## config.mk

```make
export PLATFORM = sky130hd
export DESIGN_NAME = cordic_vector
export DESIGN_NICKNAME = d
export VERILOG_FILES = /design/src/rtl/cordic_vector.sv
export SDC_FILE = /design/constraint.sdc
export NUM_CORES = 1
export LEC_CHECK = 0
export ABC_CLOCK_PERIOD_IN_PS = 17350
export CAP_MARGIN = 20
export CORE_MARGIN = 5
export CORE_UTILIZATION = 32
export CTS_CLUSTER_SIZE = 25
export DETAILED_ROUTE_END_ITERATION = 12
export GPL_TIMING_DRIVEN = 0
export PLACE_DENSITY = 0.47
export SYNTH_ARGS = -nofsm -noshare
export SYNTH_HDL_FRONTEND = slang
export SYNTH_SLANG_ARGS = --single-unit
```

## constraint.sdc

```tcl
create_clock -name clk -period 17.35 [get_ports clk]
set_input_delay 1.735 -clock clk [delete_from_list [all_inputs] [get_ports clk]]
set_output_delay 1.735 -clock clk [all_outputs]
set_load 0.02 [all_outputs]
```

## src/rtl/cordic_vector.sv

```systemverilog
`default_nettype none
// ============================================================================
// Module      : cordic_vector
// Description : Iterative 16-stage CORDIC in vectoring mode. Converts a
//               Q2.20 Cartesian vector (x, y) into its angle atan2(y, x)
//               (Q3.20 radians) and its gain-scaled magnitude K*|v| (Q4.20).
// Revision    : 1.0 - initial release
// ============================================================================
module cordic_vector (
  input  logic                clk,
  input  logic                reset,
  input  logic                start,
  input  logic signed [21:0]  x_in,
  input  logic signed [21:0]  y_in,
  output logic                busy,
  output logic                done,
  output logic signed [22:0]  angle_out,
  output logic signed [23:0]  mag_out
);

  localparam logic [0:0]         S_IDLE = 1'b0;
  localparam logic [0:0]         S_ITER = 1'b1;
  localparam logic [3:0]         LAST_ITER = 4'd15;
  localparam logic signed [22:0] PI_2 = 23'sd1647099;

  // round(atan(2^-i) * 2^20)
  function automatic logic signed [22:0] atan_lut(input logic [3:0] idx);
    logic signed [22:0] v;
    case (idx)
      4'd0:    v = 23'sd823550;
      4'd1:    v = 23'sd486170;
      4'd2:    v = 23'sd256879;
      4'd3:    v = 23'sd130396;
      4'd4:    v = 23'sd65451;
      4'd5:    v = 23'sd32757;
      4'd6:    v = 23'sd16383;
      4'd7:    v = 23'sd8192;
      4'd8:    v = 23'sd4096;
      4'd9:    v = 23'sd2048;
      4'd10:   v = 23'sd1024;
      4'd11:   v = 23'sd512;
      4'd12:   v = 23'sd256;
      4'd13:   v = 23'sd128;
      4'd14:   v = 23'sd64;
      default: v = 23'sd32;
    endcase
    return v;
  endfunction

  logic [0:0]         state_q, state_d;
  logic [3:0]         iter_q, iter_d;
  logic signed [23:0] x_q, x_d;
  logic signed [23:0] y_q, y_d;
  logic signed [22:0] z_q, z_d;
  logic               zero_q, zero_d;
  logic               done_q, done_d;
  logic signed [22:0] angle_q, angle_d;
  logic signed [23:0] mag_q, mag_d;

  logic signed [23:0] w_x_sx, w_y_sx;
  logic signed [23:0] w_x_sh, w_y_sh;
  logic signed [23:0] w_x_nxt, w_y_nxt;
  logic signed [22:0] w_z_nxt, w_atan;

  // FSM state register
  always_ff @(posedge clk or posedge reset) begin
    if (reset) state_q <= S_IDLE;
    else       state_q <= state_d;
  end

  // FSM next-state: accept start only when idle, leave after the last iteration
  always_comb begin
    state_d = state_q;
    case (state_q)
      S_IDLE:  if (start) state_d = S_ITER;
      S_ITER:  if (iter_q == LAST_ITER) state_d = S_IDLE;
      default: state_d = S_IDLE;
    endcase
  end

  // FSM outputs
  always_comb begin
    busy = (state_q == S_ITER);
  end

  // One micro-rotation step, driving y toward zero using previous-cycle x/y
  always_comb begin
    w_x_sx = {{2{x_in[21]}}, x_in};
    w_y_sx = {{2{y_in[21]}}, y_in};
    w_x_sh = x_q >>> iter_q;
    w_y_sh = y_q >>> iter_q;
    w_atan = atan_lut(iter_q);
    if (!y_q[23]) begin
      w_x_nxt = x_q + w_y_sh;
      w_y_nxt = y_q - w_x_sh;
      w_z_nxt = z_q + w_atan;
    end else begin
      w_x_nxt = x_q - w_y_sh;
      w_y_nxt = y_q + w_x_sh;
      w_z_nxt = z_q - w_atan;
    end
  end

  // Datapath next-state: capture with quadrant pre-rotation, iterate, publish
  always_comb begin
    iter_d  = iter_q;
    x_d     = x_q;
    y_d     = y_q;
    z_d     = z_q;
    zero_d  = zero_q;
    done_d  = 1'b0;
    angle_d = angle_q;
    mag_d   = mag_q;
    if (state_q == S_IDLE) begin
      if (start) begin
        iter_d = 4'd0;
        zero_d = (x_in == 22'sd0) && (y_in == 22'sd0);
        if (!x_in[21]) begin
          x_d = w_x_sx;
          y_d = w_y_sx;
          z_d = 23'sd0;
        end else if (!y_in[21]) begin
          // rotate by -90 degrees, credit +pi/2
          x_d = w_y_sx;
          y_d = -w_x_sx;
          z_d = PI_2;
        end else begin
          // rotate by +90 degrees, credit -pi/2
          x_d = -w_y_sx;
          y_d = w_x_sx;
          z_d = -PI_2;
        end
      end
    end else begin
      x_d    = w_x_nxt;
      y_d    = w_y_nxt;
      z_d    = w_z_nxt;
      iter_d = iter_q + 4'd1;
      if (iter_q == LAST_ITER) begin
        done_d  = 1'b1;
        iter_d  = 4'd0;
        angle_d = zero_q ? 23'sd0 : w_z_nxt;
        mag_d   = zero_q ? 24'sd0 : w_x_nxt;
      end
    end
  end

  // Datapath registers
  always_ff @(posedge clk or posedge reset) begin
    if (reset) begin
      iter_q  <= 4'd0;
      x_q     <= 24'sd0;
      y_q     <= 24'sd0;
      z_q     <= 23'sd0;
      zero_q  <= 1'b0;
      done_q  <= 1'b0;
      angle_q <= 23'sd0;
      mag_q   <= 24'sd0;
    end else begin
      iter_q  <= iter_d;
      x_q     <= x_d;
      y_q     <= y_d;
      z_q     <= z_d;
      zero_q  <= zero_d;
      done_q  <= done_d;
      angle_q <= angle_d;
      mag_q   <= mag_d;
    end
  end

  assign done      = done_q;
  assign angle_out = angle_q;
  assign mag_out   = mag_q;

endmodule
`default_nettype wire

```

# Word-level counts from Yosys, hierarchy flattened
# Memory sizes are Yosys's and may differ from the RTL's.
# Index checks and enable logic that the tools add are counted.
# totals
wordCells	54
rom_bits	320
mem_count	1
inputBits	47
ff_bits	125
# op_classes
bitwise_logic	1
addsub	9
n_mux	25
eq_ne	1
reduce_logical	6
n_shift	2
# memory_table
memory	words	word_bits	rd	rd_clocked_by_memory_dff	wr	line	source
(no name shown)	16	20	1	0	0	29	case (idx)
# op_table
operator	n
$mux 24	11
$mux 23	6
$add 24x24->24	2
$neg 22->24	2
$sshr 24x4->24	2
$sub 24x24->24	2
$logic_not 22->1	2
$add 23x23->23	1
$sub 23x23->23	1
$mux 4	3
$add 4x1->4 const B	1
$eq 4x4->1 const B	1
$mux 1	4
$reduce_and 2->1	2
$pmux 1 s2	1
$reduce_bool 2->1	1
$logic_and 1x1->1	1
$not 1->1	1

# Depth between registers and ports, before layout
# logic_depth
word_depth	5
mapped_depth	27

# Worst setup path after synthesis
# No wires, ideal clock.
# synth_timing
kind	register to register
startpoint	register iter_q[0]
endpoint	register z_q[22]
stages_incl_launch_ff	27
arrival_time_ps	5478
required_time_ps	17226
setup_slack_ps	11748
setup_time_ps	124
path_buffers	6
period_less_slack_ps	5602
cell_sequence	dfrtp_1 -> buf_6 -> buf_12 -> buf_12 -> buf_12 -> buf_6 -> clkbuf_1 -> clkinv_1 -> ha_1 -> nor2b_1 -> a211oi_1 -> a31o_2 -> nor3b_1 -> nor2b_1 -> and2_1 -> a31oi_1 -> xnor2_1 -> ha_1 -> inv_1 -> o21bai_1 -> a21oi_1 -> nor2b_1 -> a311oi_1 -> o2111ai_1 -> o211a_1 -> xnor2_1 -> a211o_1
# synth_via
elab_chain_cells	4
word_cells_on_any_way	5
cone_classes	add/sub: 2; mux: 2; memory: 1
# synth_rtl
item	line	source
start, declared	51	logic [3:0] iter_q, iter_d;
start signal, assigned	160	iter_q <= iter_d;
$mem_v2 16x20 *	n/a	
$add 23x23->23 / $sub 23x23->23 (equally long branches)	96, 100	
$mux 23 *	93	if (!y_q[23]) begin
$mux 23 *	114	if (state_q == S_IDLE) begin
end signal, assigned	163	z_q <= z_d;
end, declared	54	logic signed [22:0] z_q, z_d;
# Mark *: on every way between the ends. The rest lies on a longest branch, timed or not.
# A chain may end at the register's enable or synchronous reset.

# Worst setup path in the final report
# Same ends and word-level chain as after synthesis.

==> qor.csv <==
metric,value,unit
die-width,219.3,um
htreeDepth,4,
final_cell_mix,"163 x a21oi_1, 152 x nor2_1, 151 x nand2_1",
grt_max_degree,85,
cts_tree,built,
synth_area,14020,um2
track_usage,0.2481,
synth_area_per_cell,8.443,um2
grt_overflow,0,
layout_commonest_cell,a21oi_1,
synth_nets,1798,
die_area,48090,um2
io_pins,96,
drc,0,
setup_viol,0,
rsz0062_at_grt,false,
cp_slowest_cell,clkinv_1,
dp.cells,2340,
final_cells,2372,
holdBufCountCts,0,
period_share,0.4306,
vias,13817,
ys_ff_latch,125,
status,"complete, no violations",
fin_ws,9.880,ns
seq_area_frac_synth,0.2232,
first_iter_violations,1376,
fin_tns_setup,0,ns
synth_edf_count,0,
drt_wl_total,60430,um
yosys-top-cells-area,"dfrtp_1 22%, ha_1 7.9%, a21oi_1 5.8%",
clock-root-buffer,clkbuf_16,
antennaDiodeCount,0,
slew_violations,0,
max_cap_violations,0,
max_slew_margin,0.2515,
synthFlopType,dfrtp_1,
cts.sinks,125,
syn_inst,1660,
critPathLaunchType,register,
cp.arrival,7.82,ns
cts_max_path_buffers,2,
clock_latency,0.47,ns
hpwlAfterDp,47630,um
drive_gt1_frac,0.07163,
layout.nets,1912,
dp_worst_setup_slack,9.986,ns
clk_transition_reported_paths,0.06,ns
grt_pass1_wl,89140,um
worst_slew_pin_slew,1.123,ns
yosysTopAreaCellShare,0.2232,
cp_max_fo,12,
vias_per_cell,5.825,
end_kind,register,
antenna_found_initial,0,
place_congestion,1.029,
synth_top_area_cell,dfrtp_1,
async_flop_share,1.000,
utilization,0.3785,
min_path_type,reg -> reg,
wl_per_cell,25.47,um
start_util,0.3247,
required,17.70,ns
setup.worst_path.class,reg -> reg,
critPathMaxStageDelay,0.62,ns
post-cts-setup-buffers,0,
hold_violations,0,
ctsResizeCount,0,
area_growth,16.60,%
io_buffers,94,
ys_types,86,
ff2ff_setup_slack,9.88,ns
core,43170,um2
grt_pass1_vias,13362,
ys_warn_count,0,
row_count,76,
layout_min_cycle_time,7.470,ns
die_h,219.3,um
fmax,133.9,MHz
dr.pass1.iters,7,
ant_nets,0,
cts_made_buffers,17,
skew,0.01373,ns
per-layer routing:
layer / vias to the layer above / GRT usage / wire length (um)
met4: 0 / 0.08792 / 2149
met1: 6846 / 0.3452 / 27370
li1: 6394 / - / -
met5: - / 0 / 0
met2: 487 / 0.3910 / 27500
met3: 90 / 0.03945 / 3407
sequential cells by signal, indices dropped and copies added (netlist names):
| register | flops |
|---|---|
| y_q | 24 |
| done | 1 |
| mag_out | 24 |
| busy | 1 |
| z_q | 23 |
| iter_q | 4 |
| zero_q | 1 |
| x_q | 24 |
| angle_out | 23 |
worst paths after layout:
check                            start            end  cells after the start
min reg2reg                mag_out[14]    mag_out[14]                      2
min in group asynchronous        reset  angle_out[14]                      2
max reg2reg                  iter_q[0]        z_q[22]                     26
max in group asynchronous        reset         x_q[1]                      3
min                        mag_out[14]    mag_out[14]                      2
max                          iter_q[0]        z_q[22]                     26
critical path, delay by kind of cell, from the launching register on:
family,cells,cell delay [ns]
buf+inv,8,2.13
simple gates,5,0.59
fa+ha+maj,2,0.96
flops,1,0.48
compound gates,9,2.83
xor+xnor,2,0.35
cells in the mapped netlist (12+ instances only):
cell	number
a21oi_1	163
nor3_1	30
mux2i_1	27
o21ai_0	123
mux4_1	27
xnor2_1	92
a21o_1	27
o211ai_1	12
a22o_1	33
buf_1	20
a211oi_1	43
ha_1	88
nand2_1	151
nor2_1	152
nand3_1	25
o31ai_1	20
and3_1	21
nand2b_1	12
clkbuf_1	67
a31oi_1	24
mux4_2	26
inv_1	46
o21a_1	20
mux2_2	21
or3_1	12
nor2b_1	24
dfrtp_1	125
xor2_1	57
area by class of cell:
class,count,area (um2)
repair buffers,95,968.4
inverters,52,200.2
fillers,4544,26830
multi-input cells,1381,10220
plain buffers,102,474.2
flip-flops and latches,125,3128
clock inverters,11,160.2
well taps,585,732.0
clock buffers,21,460.4
logic make-up after synthesis:
| logic type | count (synthesis) | synth area share |
|---|---|---|
| muxes | 110 | 0.1396 |
| xor gates and xnor gates | 149 | 0.09311 |
| AOI/OAI and AO/OA | 547 | 0.2503 |
| and+or+nand+nor | 484 | 0.1632 |
| DFF | 125 | 0.2232 |
| buffers and inverters | 154 | 0.04776 |
| adders and majority gates | 91 | 0.08284 |
per-stage QoR:
step                area [um2]  hold slack (ns)
floorplan                14020           0.4852
global placement         15690           0.4670
detailed placement       15720           0.4767
CTS                      16340           0.4910
global route             16340           0.5158
finish                   16340           0.4829
Power is left out: the tool's default activity adds up to more than one toggle a clock period on the data nets, which glitch-free logic cannot reach.
